[src/rtl/io_char_sched_if.sv]
// Character-source handshakes, word-timing strobes and OA insert outputs of the
// slow-in character scheduler.
interface io_char_sched_if;
    logic       T0;
    logic       T29;
    logic       IN;
    logic       TYP_VALID;
    logic [4:0] TYP_CODE;
    logic       TYP_READY;
    logic       PR_VALID;
    logic [4:0] PR_CODE;
    logic       PR_READY;
    logic       OA1;
    logic       OA2;
    logic       OA3;
    logic       OA4;
    logic       OF_CTL;
    logic       CHAR_WORD;
    logic       CHAR_DONE;
    logic       SRC;
    logic       BUSY;

    modport master (
        output T0, T29, IN, TYP_VALID, TYP_CODE, PR_VALID, PR_CODE,
        input  TYP_READY, PR_READY, OA1, OA2, OA3, OA4, OF_CTL,
               CHAR_WORD, CHAR_DONE, SRC, BUSY
    );

    modport slave (
        input  T0, T29, IN, TYP_VALID, TYP_CODE, PR_VALID, PR_CODE,
        output TYP_READY, PR_READY, OA1, OA2, OA3, OA4, OF_CTL,
               CHAR_WORD, CHAR_DONE, SRC, BUSY
    );
endinterface

[src/rtl/io_char_sched.sv]
// Slow-in character scheduler: arbitrates TYP/PR, presents one character for a
// single drum word, then holds off for GAP_WORDS word times.
module io_char_sched #(
    parameter int unsigned GAP_WORDS = 4,
    parameter bit          PR_PRIO   = 1'b0
) (
    input logic            CLOCK,
    input logic            rst,
    io_char_sched_if.slave bus
);
    typedef enum logic [1:0] {StIdle, StArm, StPresent, StGap} state_e;

    localparam logic [3:0] GapLoad = 4'(GAP_WORDS);

    state_e     state;
    logic [3:0] gap_cnt;
    logic       last;       // last granted source, 1 = PR
    logic [4:0] code;
    logic       src;
    logic       grant_pr;
    logic       grant_typ;
    logic       take_pr;
    logic       take_typ;
    logic       char_word;

    always_comb begin
        grant_pr  = bus.PR_VALID & (PR_PRIO | ~bus.TYP_VALID | ~last);
        grant_typ = bus.TYP_VALID & ~grant_pr;
        take_pr   = (state == StIdle) & bus.IN & grant_pr & ~rst;
        take_typ  = (state == StIdle) & bus.IN & grant_typ & ~rst;
    end

    always_ff @(posedge CLOCK) begin
        if (rst) begin
            state   <= StIdle;
            gap_cnt <= 4'd0;
            last    <= 1'b1;
            code    <= 5'd0;
            src     <= 1'b0;
        end else begin
            case (state)
                StIdle: begin
                    if (take_pr | take_typ) begin
                        code  <= take_pr ? bus.PR_CODE : bus.TYP_CODE;
                        src   <= take_pr;
                        last  <= take_pr;
                        state <= StArm;
                    end
                end
                StArm: begin
                    // With IN low the character simply waits here for a later T0.
                    if (bus.T0 && bus.IN) state <= StPresent;
                end
                StPresent: begin
                    // T0 is ignored here, so a turn-on T0/T29 overlap still ends the word.
                    if (bus.T29) begin
                        if (GapLoad == 4'd0) begin
                            state <= StIdle;
                        end else begin
                            state   <= StGap;
                            gap_cnt <= GapLoad;
                        end
                    end
                end
                StGap: begin
                    if (bus.T0) begin
                        gap_cnt <= gap_cnt - 4'd1;
                        if (gap_cnt == 4'd1) state <= StIdle;
                    end
                end
                default: state <= StIdle;
            endcase
        end
    end

    assign char_word     = (state == StPresent) & ~rst;
    assign bus.TYP_READY = take_typ;
    assign bus.PR_READY  = take_pr;
    assign bus.OA1       = char_word & code[0];
    assign bus.OA2       = char_word & code[1];
    assign bus.OA3       = char_word & code[2];
    assign bus.OA4       = char_word & code[3];
    assign bus.OF_CTL    = char_word & code[4];
    assign bus.CHAR_WORD = char_word;
    assign bus.CHAR_DONE = char_word & bus.T29;
    assign bus.SRC       = src & ~rst;
    assign bus.BUSY      = (state != StIdle) & ~rst;
endmodule
[src/flat_wrapper.sv]
// flat-port wrapper written by rule: the top's interface ports become plain ports
module io_char_sched_flat 
#(
    parameter int unsigned GAP_WORDS = 4,
    parameter bit          PR_PRIO   = 1'b0
)
  (CLOCK, rst, bus_T0, bus_T29, bus_IN, bus_TYP_VALID, bus_TYP_CODE, bus_PR_VALID, bus_PR_CODE, bus_TYP_READY, bus_PR_READY, bus_OA1, bus_OA2, bus_OA3, bus_OA4, bus_OF_CTL, bus_CHAR_WORD, bus_CHAR_DONE, bus_SRC, bus_BUSY);
  io_char_sched_if bus_i ();
  input logic CLOCK;
  input logic rst;
  input wire logic [$bits(bus_i.T0)-1:0] bus_T0;
  input wire logic [$bits(bus_i.T29)-1:0] bus_T29;
  input wire logic [$bits(bus_i.IN)-1:0] bus_IN;
  input wire logic [$bits(bus_i.TYP_VALID)-1:0] bus_TYP_VALID;
  input wire logic [$bits(bus_i.TYP_CODE)-1:0] bus_TYP_CODE;
  input wire logic [$bits(bus_i.PR_VALID)-1:0] bus_PR_VALID;
  input wire logic [$bits(bus_i.PR_CODE)-1:0] bus_PR_CODE;
  output wire logic [$bits(bus_i.TYP_READY)-1:0] bus_TYP_READY;
  output wire logic [$bits(bus_i.PR_READY)-1:0] bus_PR_READY;
  output wire logic [$bits(bus_i.OA1)-1:0] bus_OA1;
  output wire logic [$bits(bus_i.OA2)-1:0] bus_OA2;
  output wire logic [$bits(bus_i.OA3)-1:0] bus_OA3;
  output wire logic [$bits(bus_i.OA4)-1:0] bus_OA4;
  output wire logic [$bits(bus_i.OF_CTL)-1:0] bus_OF_CTL;
  output wire logic [$bits(bus_i.CHAR_WORD)-1:0] bus_CHAR_WORD;
  output wire logic [$bits(bus_i.CHAR_DONE)-1:0] bus_CHAR_DONE;
  output wire logic [$bits(bus_i.SRC)-1:0] bus_SRC;
  output wire logic [$bits(bus_i.BUSY)-1:0] bus_BUSY;
  assign bus_i.T0 = bus_T0;
  assign bus_i.T29 = bus_T29;
  assign bus_i.IN = bus_IN;
  assign bus_i.TYP_VALID = bus_TYP_VALID;
  assign bus_i.TYP_CODE = bus_TYP_CODE;
  assign bus_i.PR_VALID = bus_PR_VALID;
  assign bus_i.PR_CODE = bus_PR_CODE;
  assign bus_TYP_READY = bus_i.TYP_READY;
  assign bus_PR_READY = bus_i.PR_READY;
  assign bus_OA1 = bus_i.OA1;
  assign bus_OA2 = bus_i.OA2;
  assign bus_OA3 = bus_i.OA3;
  assign bus_OA4 = bus_i.OA4;
  assign bus_OF_CTL = bus_i.OF_CTL;
  assign bus_CHAR_WORD = bus_i.CHAR_WORD;
  assign bus_CHAR_DONE = bus_i.CHAR_DONE;
  assign bus_SRC = bus_i.SRC;
  assign bus_BUSY = bus_i.BUSY;
  io_char_sched #(.GAP_WORDS(GAP_WORDS), .PR_PRIO(PR_PRIO)) u_core (.CLOCK(CLOCK), .rst(rst), .bus(bus_i));
endmodule
[config.mk]
export PLATFORM = sky130hd
export DESIGN_NAME = io_char_sched_flat
export DESIGN_NICKNAME = d
export VERILOG_FILES = /design/src/rtl/io_char_sched_if.sv /design/src/rtl/io_char_sched.sv /design/src/flat_wrapper.sv
export SDC_FILE = /design/constraint.sdc
export NUM_CORES = 1
export LEC_CHECK = 0
export BUFFER_PORTS_ARGS = -buffer_cell sky130_fd_sc_hd__buf_2
export CAP_MARGIN = 20
export CORE_MARGIN = 2
export CORE_UTILIZATION = 44
export DETAILED_ROUTE_END_ITERATION = 8
export GPL_ROUTABILITY_DRIVEN = 0
export PLACE_DENSITY = 0.7
export REMOVE_ABC_BUFFERS = 1
export SLEW_MARGIN = 5
export SYNTH_ARGS = -nofsm -noshare
export SYNTH_HDL_FRONTEND = slang
export SYNTH_SLANG_ARGS = --single-unit
[constraint.sdc]
create_clock -name CLOCK -period 1.6 [get_ports CLOCK]
set_clock_uncertainty 0.1 [all_clocks]
set_input_delay 0.08 -clock CLOCK [delete_from_list [all_inputs] [get_ports CLOCK]]
set_output_delay 0.08 -clock CLOCK [all_outputs]
set_load 0.005 [all_outputs]
==> key figures, run 1 <==
Run status
  • Status: complete, but fails checks
  • Failing checks: negative setup slack

Yosys
  • Ys flop type: dfxtp_1
  • Yosys warnings: 0
  • EDFF count, synth: 0
  • Synth Register Bits: 13
  • Ys async rst share: 0
  • Gate Count Post-Synth: ~100
  • Post-Syn Area: approximately 870 um2
  • Syn_area_per_cell: 8.43 um2
  • Sequential cell area fraction in the yosys report: 0.300
  • Yosys cell types: 35

Route
  • Via Count: approximately 920
  • DRC: 0
  • Routed WL: 2570 um
  • Routed len/inst: roughly 14 um
  • Initial drt markers: 37
  • Length of the first detailed-routing pass in iterations: 4
  • Vias per Instance: around 5.1
  • Number of routed nets with antenna violations: 0

Worst setup path
  • CP Launch Type: flip-flop
  • Worst path cell trace: inv_4, ha_4, and3b_2, and2b_4, buf_6, buf_4, a311oi_2
  • Slowest stage delay, CP: around 0.38 ns
  • R2R Setup Slk: -0.06 ns
  • Critical path class: reg2reg
  • Critical path's slowest cell: dfxtp_4
  • CP Capture Type: flip-flop
  • Crit Path Max Fanout: 5
  • Worst Path Required: about 1.7 ns
  • Critical Path AT: approximately 1.8 ns
  • Worst reg2reg path endpoint: u_core.code[1]
  • Path depth of the worst reg2reg path: 7
  • Reg-to-reg critical path startpoint: u_core.state[0]

Clocking
  • Clk Latency, worst-skew pair: between 0.2 and 0.3 ns
  • CTS tree: yes
  • Clock-pin slew on the worst setup and hold paths: roughly 0.090 ns
  • Clk sinks: 13
  • CTS max path bufs: 2
  • Clock root buffer master: clkbuf_4
  • Cts bufs inserted: 3
  • Max H-tree Level: 1

Power
  • Peak supply drop: between 0.6 and 0.7 mV
  • Pleak: a little under 0.6 nW
  • PD cells: approximately 1000 mW/mm2

Placement
  • Port Buf Inserts: 27
  • Pre-CTS WS: -0.0330 ns
  • Detailed placer's ending HPWL: roughly 1400 um

STA
  • Tcrit/Tclk final: 1.04
  • Setup violators final: 4
  • Unrepaired setup endpoints after global routing: true
  • Final Hold Fails: 0
  • Highest clock rate: between 0.6 and 0.7 GHz
  • Tmin final: between 1.5 and 2 ns
  • Final Worst Setup Slack: -0.0581 ns
  • Setup TNS: -0.169 ns
  • Max-slew violations: 0
  • Measured slew at the worst slew-check pin: slightly below 0.3 ns
  • Slew headroom: 0.798

Global route
  • Total gr overflow: 0
  • M3 GR Usage: 0.0463
  • Met2 usage: 0.319
  • Initial antenna violation count: 1
  • Global routing's busiest layer: met2
  • First-pass GRT wire length: approximately 3700 um
  • Vias in the first global route: between 800 and 900
  • Global Route met1 Usage: 0.233
  • Tot GR Track Use: 0.202
  • Pin count of the biggest net entering global routing: 12

Layout
  • Layout cells sized above 1: 0.461
  • Syn-to-layout area delta: 55.5%
  • Nets: 179
  • Fin util: 0.710

Hold path
  • Hold EP: u_core.last
  • Min-Delay Path Class: in2reg
  • Hold depth: 3
  • Hold Crit Start: bus_TYP_VALID

Die
  • Starting Density: 0.457
  • Die width: around 48 um
  • Core Box Area: 0.00190 mm2
  • Std-Cell Rows: 16
  • Die area: 0.00234 mm2
  • Die Ht: roughly 48 um
  • Num ports: 28

Flow run
  • Max Cap Viol: 0
## worst max-delay path: cells and delay by family (launching register included)
kind	cells	cell delay [ns]
AND/OR/NAND/NOR	2	0.43
flip-flops	1	0.38
buffers and inverters	3	0.31
AO/OA/AOI/OAI	1	0.19
adder cells (fa/ha/maj)	1	0.15
## state kept, by name, summed over array words and instances (netlist names)
register / flops
u_core.state: 2
u_core.code: 5
u_core.gap_cnt: 4
u_core.last: 1
u_core.src: 1
## per-layer routing
metal | up-vias | share of wire | wire, um
li1 | 453 | - | -
met1 | 424 | 0.41 | 1050
met2 | 34 | 0.51 | 1300
met3 | 12 | 0.035 | 89
met4 | 0 | 0.051 | 131
met5 | - | 0 | 0
## Yosys cell counts (2+ instances only)
cell type | instances | area, um2
dfxtp_1 | 13 | 260
nor3_1 | 2 | 10.0
a21oi_1 | 4 | 20.0
a311oi_2 | 5 | 75.1
nor2_1 | 6 | 22.5
nand2b_1 | 3 | 18.8
nor2b_1 | 4 | 25.0
ha_1 | 7 | 87.6
and2_1 | 6 | 37.5
o31ai_1 | 2 | 15.0
inv_1 | 7 | 26.3
nor2_2 | 5 | 31.3
a211o_1 | 2 | 17.5
nand2_1 | 16 | 60.1
## layout by cell type, fill, tap and decap left out, types with 3 or more instances in the layout
cell / instances
nand2b_1: 3
buf_6: 7
ha_1: 5
clkbuf_4: 3
and2_1: 3
inv_1: 5
buf_2: 23
nor2_1: 6
dfxtp_1: 11
buf_4: 10
nand2_1: 16
a21oi_1: 3
nor2_2: 5
dlygate4sd3_1: 10
a311oi_2: 5
and2_4: 3
## final cells by class
class | instances | area [um2]
flip-flops and latches | 13 | 268
clock buffers | 4 | 26.3
inverters | 8 | 37.5
repair buffers | 50 | 369
multi-input cells | 79 | 613
diodes | 1 | 2.50
well taps | 27 | 33.8
fillers | 134 | 552
## through the flow
step	hold slack, ns	area, um2	instances	power, mW
2_1_floorplan	0.0479	838	100	0.779
3_3_place_gp	0.277	1040	159	0.943
3_5_place_dp	0.276	1040	159	0.964
4_1_cts	0.00936	1210	174	1.23
5_1_grt	0.0278	1350	182	1.47
6_report	0.0118	1350	182	1.38
## what timing repair did
| action | CTS | global route |
|---|---|---|
| buffers inserted | 1 | 7 |
| setup endpoints to repair | 18 | 20 |
| hold buffers | 10 | 0 |
| gates resized for setup | 11 | 22 |
| pin swaps | 2 | 8 |
| hold endpoints to repair | 5 | 0 |
## logic make-up after synthesis
family,Yosys count,share of synthesized area
AO/OA/AOI/OAI,20,0.202
XOR/XNOR,2,0.0202
adder cells (fa/ha/maj),7,0.101
buffers and inverters,11,0.0706
flip-flops,13,0.300
multiplexers,1,0.0115
AND/OR/NAND/NOR,49,0.295
## how the worst max path moves through the flow
stage / startpoint / end / slack [ns]
floorplan: u_core.state[0] / u_core.src / 0.02
global placement: u_core.state[0] / u_core.state[1] / -0.004
detailed placement: u_core.state[0] / u_core.src / -0.03
CTS: u_core.state[0] / bus_OA1 / -0.03
global route: u_core.state[0] / u_core.code[1] / -0.09
finish: u_core.state[0] / u_core.code[1] / -0.06
## where the power goes
group,internal [mW],switching (mW),total (mW)
clock,0.0967,0.122,0.219
combinational,0.374,0.331,0.706
sequential,0.399,0.0603,0.459
Power figures use the tool's default switching activity.
==> run 2, diff against run 1 <==
- SETUP_SLACK_MARGIN: unset -> 0.5
==> run 2 against run 1 <==
  * The flow now finishes without violations
  * First-iteration DRC count fell by 46%
  * Sequential share of layout area fell by 0.68 points
  * Clock power rose by 3%
  * Via count rose by 2.8%
  * Count of clock-buffer cells in the layout did not move
  * Setup slack improved by 0.087 ns
  * Cell count did not move
  * Cell area rose by 5.0%
  * Global-route usage rose by 3.6 points
  * Highest routed layer unchanged
==> key figures, run 2 (same netlist as run 1, synthesis figures left out) <==
Run status
  • Status: completed

STA
  • Measured slew at the worst slew-check pin: 0.282 ns (-0.0123 ns)
  • Final Worst Setup Slack: 0.0287 ns (+0.0869 ns)
  • Highest clock rate: 0.636 GHz (+5.5%)
  • Tcrit/Tclk final: 0.982 (-0.0543)
  • Tmin final: 1.57 ns (-0.0869 ns)
  • Setup violators final: 0 (-4)
  • Setup TNS: 0 ns (+0.169 ns)
  • Final Hold Fails: 0 (unchanged)
  • Slew headroom: 0.812 (+0.0138)
  • Unrepaired setup endpoints after global routing: true
  • Max-slew violations: 0 (unchanged)

Worst setup path
  • CP top delay family: simple AND/OR/NAND/NOR gates
  • Critical path class: reg2out
  • Reg-to-reg critical path startpoint: u_core.state[1]
  • Critical path's slowest cell: dfxtp_4
  • Worst reg2reg path endpoint: u_core.last
  • Critical Path AT: 1.39 ns (-0.36 ns)
  • Buf/Inv on CP: 2 (-1)
  • Crit Path Max Fanout: 7 (+2)
  • CP Launch Type: flip-flop
  • Slowest stage delay, CP: 0.37 ns (about the same)
  • CP Capture Type: primary output
  • Path depth of the worst reg2reg path: 7 (unchanged)
  • Worst path cell trace: inv_4, ha_4, nor2b_4, and2_4, buf_2
  • R2R Setup Slk: 0.06 ns (+0.12 ns)
  • Worst Path Required: 1.42 ns (-0.27 ns)

Layout
  • Most frequent cells in the layout: buf_2, nand2_1, buf_4, dlygate4sd3_1, dfxtp_1
  • Syn-to-layout area delta: 63.3%
  • Non-Filler Instances: 182 (unchanged)
  • Antenna Cells: 0 (-1)
  • Fill cells: 131 (-2.2%)
  • Register area: 272 um2 (+1.4%)
  • Most common cell after layout, fill and taps aside: buf_2
  • Layout cells sized above 1: 0.555 (+0.0938)
  • Max reg flops: 5 (unchanged)
  • Top flop regs: u_core.code (5), u_core.gap_cnt (4), u_core.state (2)
  • Post-route cell area: 0.00142 mm2 (+5.0%)
  • Multi-input gate area: 703 um2 (+15%)
  • Nets: 180 (+0.56%)
  • Fin util: 0.745 (+0.0355)
  • Largest Register: u_core.code

Hold path
  • Min-Delay Path Class: in2reg
  • Hold Crit Start: bus_TYP_VALID
  • Hold depth: 3 (unchanged)
  • Hold EP: u_core.last

Route
  • Routed len/inst: 15.0 um (+6.3%)
  • Number of routed nets with antenna violations: 0 (unchanged)
  • Via Count: 949 (+2.8%)
  • Length of the first detailed-routing pass in iterations: 5 (+1)
  • Met2 routed wirelength: 1450 um (+12%)
  • DRC: 0 (unchanged)
  • Vias per Instance: 5.21 (+2.8%)
  • Initial drt markers: 20 (-46%)
  • Uppermost layer routed: met4
  • Routed met3 length: 91 um (+2.2%)
  • Routed WL: 2730 um (+6.3%)
  • M1 WL: 1120 um (+7.1%)

Clocking
  • CTS tree: yes
  • Clock root buffer master: clkbuf_4
  • Clock-pin slew on the worst setup and hold paths: 0.10 ns (about the same)
  • Clk sinks: 13 (unchanged)
  • Max H-tree Level: 1 (unchanged)
  • Clk Latency, worst-skew pair: 0.28 ns (about the same)
  • Cts bufs inserted: 3 (unchanged)
  • CTS max path bufs: 2 (unchanged)

Die
  • Die width: 48.4 um (unchanged)
  • Starting Density: 0.457 (unchanged)
  • Num ports: 28 (unchanged)
  • Die area: 0.00234 mm2 (unchanged)
  • Std-Cell Rows: 16 (unchanged)
  • Core Box Area: 0.00190 mm2 (unchanged)
  • Die Ht: 48.4 um (unchanged)

Placement
  • Port Buf Inserts: 27 (unchanged)
  • DP Area: 0.00104 mm2 (unchanged)
  • Post-Place Cells: 159 (unchanged)
  • Detailed placer's ending HPWL: 1410 um (unchanged)
  • Pre-CTS WS: -0.0330 ns (unchanged)

Flow run
  • Max Cap Viol: 0 (unchanged)

Power
  • Peak supply drop: 0.795 mV (+18%)
  • Pleak: 0.612 nW (+2.9%)
  • PD cells: 1060 mW/mm2 (+3.5%)

Global route
  • First-pass GRT wire length: 4300 um (+16%)
  • Vias in the first global route: 942 (+9.5%)
  • Initial antenna violation count: 0 (-1)
  • Pin count of the biggest net entering global routing: 12 (unchanged)
  • Total gr overflow: 0 (unchanged)
  • Tot GR Track Use: 0.238 (+0.0356)
[run 2: worst register-to-register path, stage by stage (launching register included)]
cell	delay, ns
dfxtp_4	0.39
inv_4	0.04
ha_4	0.15
and3b_2	0.24
nand3_4	0.09
clkinv_4	0.08
buf_4	0.14
a211o_1	0.21
[run 2: worst max-delay path by stage]
stage	from	end	cells after the start
after CTS	u_core.state[0]	bus_PR_READY	6
after global routing	u_core.state[0]	bus_PR_READY	6
after floorplan	u_core.state[0]	u_core.src	6
after detailed placement	u_core.state[0]	u_core.src	6
after global placement	u_core.state[0]	u_core.state[1]	6
final	u_core.state[0]	bus_OA4	5
[run 2: power breakdown]
group          internal [mW]  switching, mW
Combinational          0.424          0.379
Sequential             0.401         0.0754
Clock                 0.0967          0.128
Total                  0.921          0.582
[run 2: final cells by class]
class,instances,area share
inverter,8,0.0282
timing repair buffer,50,0.242
clock buffer,4,0.0185
multi-input combinational,80,0.496
tap,27,0.0238
sequential,13,0.192
[run 2: repair_timing]
item / in CTS / in global routing
hold buffers: 10 / 0
setup endpoints to repair: 23 / 24
gates cloned: 1 / 0
setup buffers: 3 / 5
resized for setup: 25 / 23
pin swaps: 9 / 10
hold endpoints to repair: 5 / 0
[run 2: per-stage QoR]
step                power (mW)  hold WS, ns
CTS                       1.33      0.00944
floorplan                0.779       0.0479
global placement         0.943        0.277
global route              1.57       0.0158
finish                    1.50      0.00317
detailed placement       0.964        0.276
[run 2: routing by layer]
| metal | up-vias | global-route usage |
|---|---|---|
| met5 | - | 0 |
| met4 | 0 | 0.110 |
| met3 | 6 | 0.0309 |
| met2 | 32 | 0.426 |
| met1 | 454 | 0.282 |
| li1 | 457 | - |
==> run 3, diff against run 2 <==
- CTS_BUF_LIST: unset -> sky130_fd_sc_hd__clkbuf_8 sky130_fd_sc_hd__clkbuf_16
==> run 3 against run 2 <==
  * Clock power is 34% higher
  * Setup slack better by 0.023 ns
  * Core utilization is 6.4 points lower
==> key figures, run 3 (same netlist as run 1, synthesis figures left out) <==
Run status
  • Status: completed

STA
  • Highest clock rate: 0.646 GHz (+1.5%)
  • Final Hold Fails: 0 (unchanged)
  • Setup TNS: 0 ns (unchanged)
  • Slew headroom: 0.838 (+0.0256)
  • Setup violators final: 0 (unchanged)
  • Tcrit/Tclk final: 0.968 (-0.0144)
  • Final Worst Setup Slack: 0.0518 ns (+0.0231 ns)
  • Max-slew violations: 0 (unchanged)
  • Measured slew at the worst slew-check pin: 0.239 ns (-0.0432 ns)
  • Tmin final: 1.55 ns (-0.0231 ns)
  • Unrepaired setup endpoints after global routing: true

Clocking
  • # hold bufs at CTS: 0 (-10)
  • Max H-tree Level: 1 (unchanged)
  • Clock root buffer master: clkbuf_8
  • Clk Latency, worst-skew pair: 0.25 ns (-0.03 ns)
  • Clock-pin slew on the worst setup and hold paths: 0.06 ns (-0.04 ns)
  • CTS tree: yes
  • CTS max path bufs: 2 (unchanged)
  • Clk sinks: 13 (unchanged)
  • Cts bufs inserted: 3 (unchanged)

Power
  • PD cells: 1150 mW/mm2 (+8.8%)
  • Part of the power in registers: 0.321 (+0.004)
  • Sw Share: 0.366 (-0.0215)
  • Overall Power: 1.50 mW (-0.50%)
  • Pleak: 0.555 nW (-9.2%)
  • Pint: 0.949 mW (+3.0%)
  • Clock power frac: 0.202 (+0.052)
  • Comb pwr share: 0.478 (-0.056)
  • Psw: 0.547 mW (-6.0%)
  • Peak supply drop: 0.647 mV (-19%)

Worst setup path
  • Worst Path Required: 1.67 ns (+0.25 ns)
  • CP Launch Type: flip-flop
  • Critical Path AT: 1.61 ns (+0.22 ns)
  • Critical path's slowest cell: dfxtp_4
  • Crit Path Max Fanout: 5 (-2)
  • Critical path class: reg2reg
  • Worst path cell trace: inv_6, ha_4, and3b_2, nand3_4, buf_4, nand2_1, a311oi_2
  • Slowest stage delay, CP: 0.38 ns (about the same)
  • CP Capture Type: flip-flop

Layout
  • Most common cell after layout, fill and taps aside: buf_2
  • Post-route cell area: 0.00130 mm2 (-8.6%)
  • Register area: 272 um2 (unchanged)
  • Max reg flops: 5 (unchanged)
  • Layout cells sized above 1: 0.570 (+0.0156)
  • Multi-input gate area: 681 um2 (-3.2%)
  • Nets: 167 (-7.2%)
  • Fill cells: 149 (+14%)
  • Most frequent cells in the layout: buf_2, nand2_1, buf_4, dfxtp_1, nor2_2
  • Top flop regs: u_core.code (5), u_core.gap_cnt (4), u_core.state (2)
  • Non-Filler Instances: 169 (-7.1%)
  • Largest Register: u_core.code
  • Syn-to-layout area delta: 49.3%
  • Antenna Cells: 0 (unchanged)

Hold path
  • Min-Delay Path Class: in2reg

Placement
  • Detailed placer's ending HPWL: 1410 um (unchanged)
  • DP Area: 0.00104 mm2 (unchanged)
  • Pre-CTS WS: -0.0330 ns (unchanged)
  • Port Buf Inserts: 27 (unchanged)
  • Post-Place Cells: 159 (unchanged)

Global route
  • Pin count of the biggest net entering global routing: 12 (unchanged)
  • Total gr overflow: 0 (unchanged)
  • Initial antenna violation count: 0 (unchanged)
  • Global Route met1 Usage: 0.249 (-0.0336)
  • Vias in the first global route: 813 (-14%)
  • Global routing's busiest layer: met2
  • First-pass GRT wire length: 3570 um (-17%)
  • Tot GR Track Use: 0.197 (-0.0409)
  • M3 GR Usage: 0.0309 (unchanged)
  • Met2 usage: 0.322 (-0.104)

Route
  • Routed WL: 2240 um (-18%)
  • Length of the first detailed-routing pass in iterations: 4 (-1)
  • Number of routed nets with antenna violations: 0 (unchanged)
  • DRC: 0 (unchanged)
  • Via Count: 867 (-8.6%)
  • Vias per Instance: 5.13 (-1.6%)
  • Initial drt markers: 16 (-20%)
  • Routed len/inst: 13.3 um (-12%)

Die
  • Die Ht: 48.4 um (unchanged)
  • Die width: 48.4 um (unchanged)
  • Num ports: 28 (unchanged)
  • Std-Cell Rows: 16 (unchanged)
  • Core Box Area: 0.00190 mm2 (unchanged)
  • Die area: 0.00234 mm2 (unchanged)
  • Starting Density: 0.457 (unchanged)

Flow run
  • Max Cap Viol: 0 (unchanged)
==> run 3: per-layer routing <==
| layer | wire length [um] | share of wire | vias up |
|---|---|---|---|
| met3 | 72 | 0.032 | 5 |
| li1 | - | - | 430 |
| met4 | 53 | 0.024 | 0 |
| met1 | 962 | 0.43 | 409 |
| met2 | 1160 | 0.52 | 23 |
| met5 | 0 | 0 | - |
==> run 3: through the flow <==
stage | hold WS (ns) | utilization
6_report | 0.0149 | 0.682
5_1_grt | 0.0270 | 0.682
4_1_cts | 0.0193 | 0.635
3_5_place_dp | 0.276 | 0.549
3_3_place_gp | 0.277 | 0.549
2_1_floorplan | 0.0479 | -
==> run 3: path summary, 6_finish.rpt <==
path,startpoint,endpoint,depth (start not counted),slack [ns]
setup reg to reg,u_core.state[0],u_core.code[4],7,0.05
hold reg to reg,u_core.src,u_core.src,2,0.37
setup / recovery,u_core.state[0],u_core.code[4],7,0.05
hold / removal,bus_TYP_CODE[0],u_core.code[0],3,0.01
==> run 3: critical path: cells and delay by family (launching register included) <==
family | cells | cell delay, ns
AND/OR/NAND/NOR | 3 | 0.41
flip-flops | 1 | 0.38
AO/OA/AOI/OAI | 1 | 0.25
buffers and inverters | 2 | 0.18
adder cells (fa/ha/maj) | 1 | 0.15
==> run 3: timing repair <==
action | CTS | global route
cloned | 1 | 0
pin swaps | 11 | 5
gates resized for setup | 22 | 22
buffers inserted | 4 | 1
endpoints found under the setup margin | 23 | 24
==> run 3: final cells by class <==
cell class	instances	area share
tap	27	0.0261
clock inverter	1	0.00290
sequential	13	0.209
timing repair buffer	37	0.172
clock buffer	3	0.0319
multi-input combinational	80	0.525
inverter	8	0.0328
==> run 3: power by group through the flow <==
stage / clock network, mW / registers [mW] / logic [mW]
after global placement: 0 / 0.440 / 0.503
after CTS: 0.300 / 0.459 / 0.627
final: 0.302 / 0.480 / 0.715
after detailed placement: 0 / 0.444 / 0.521
after floorplan: 0 / 0.433 / 0.346
after global routing: 0.313 / 0.488 / 0.780
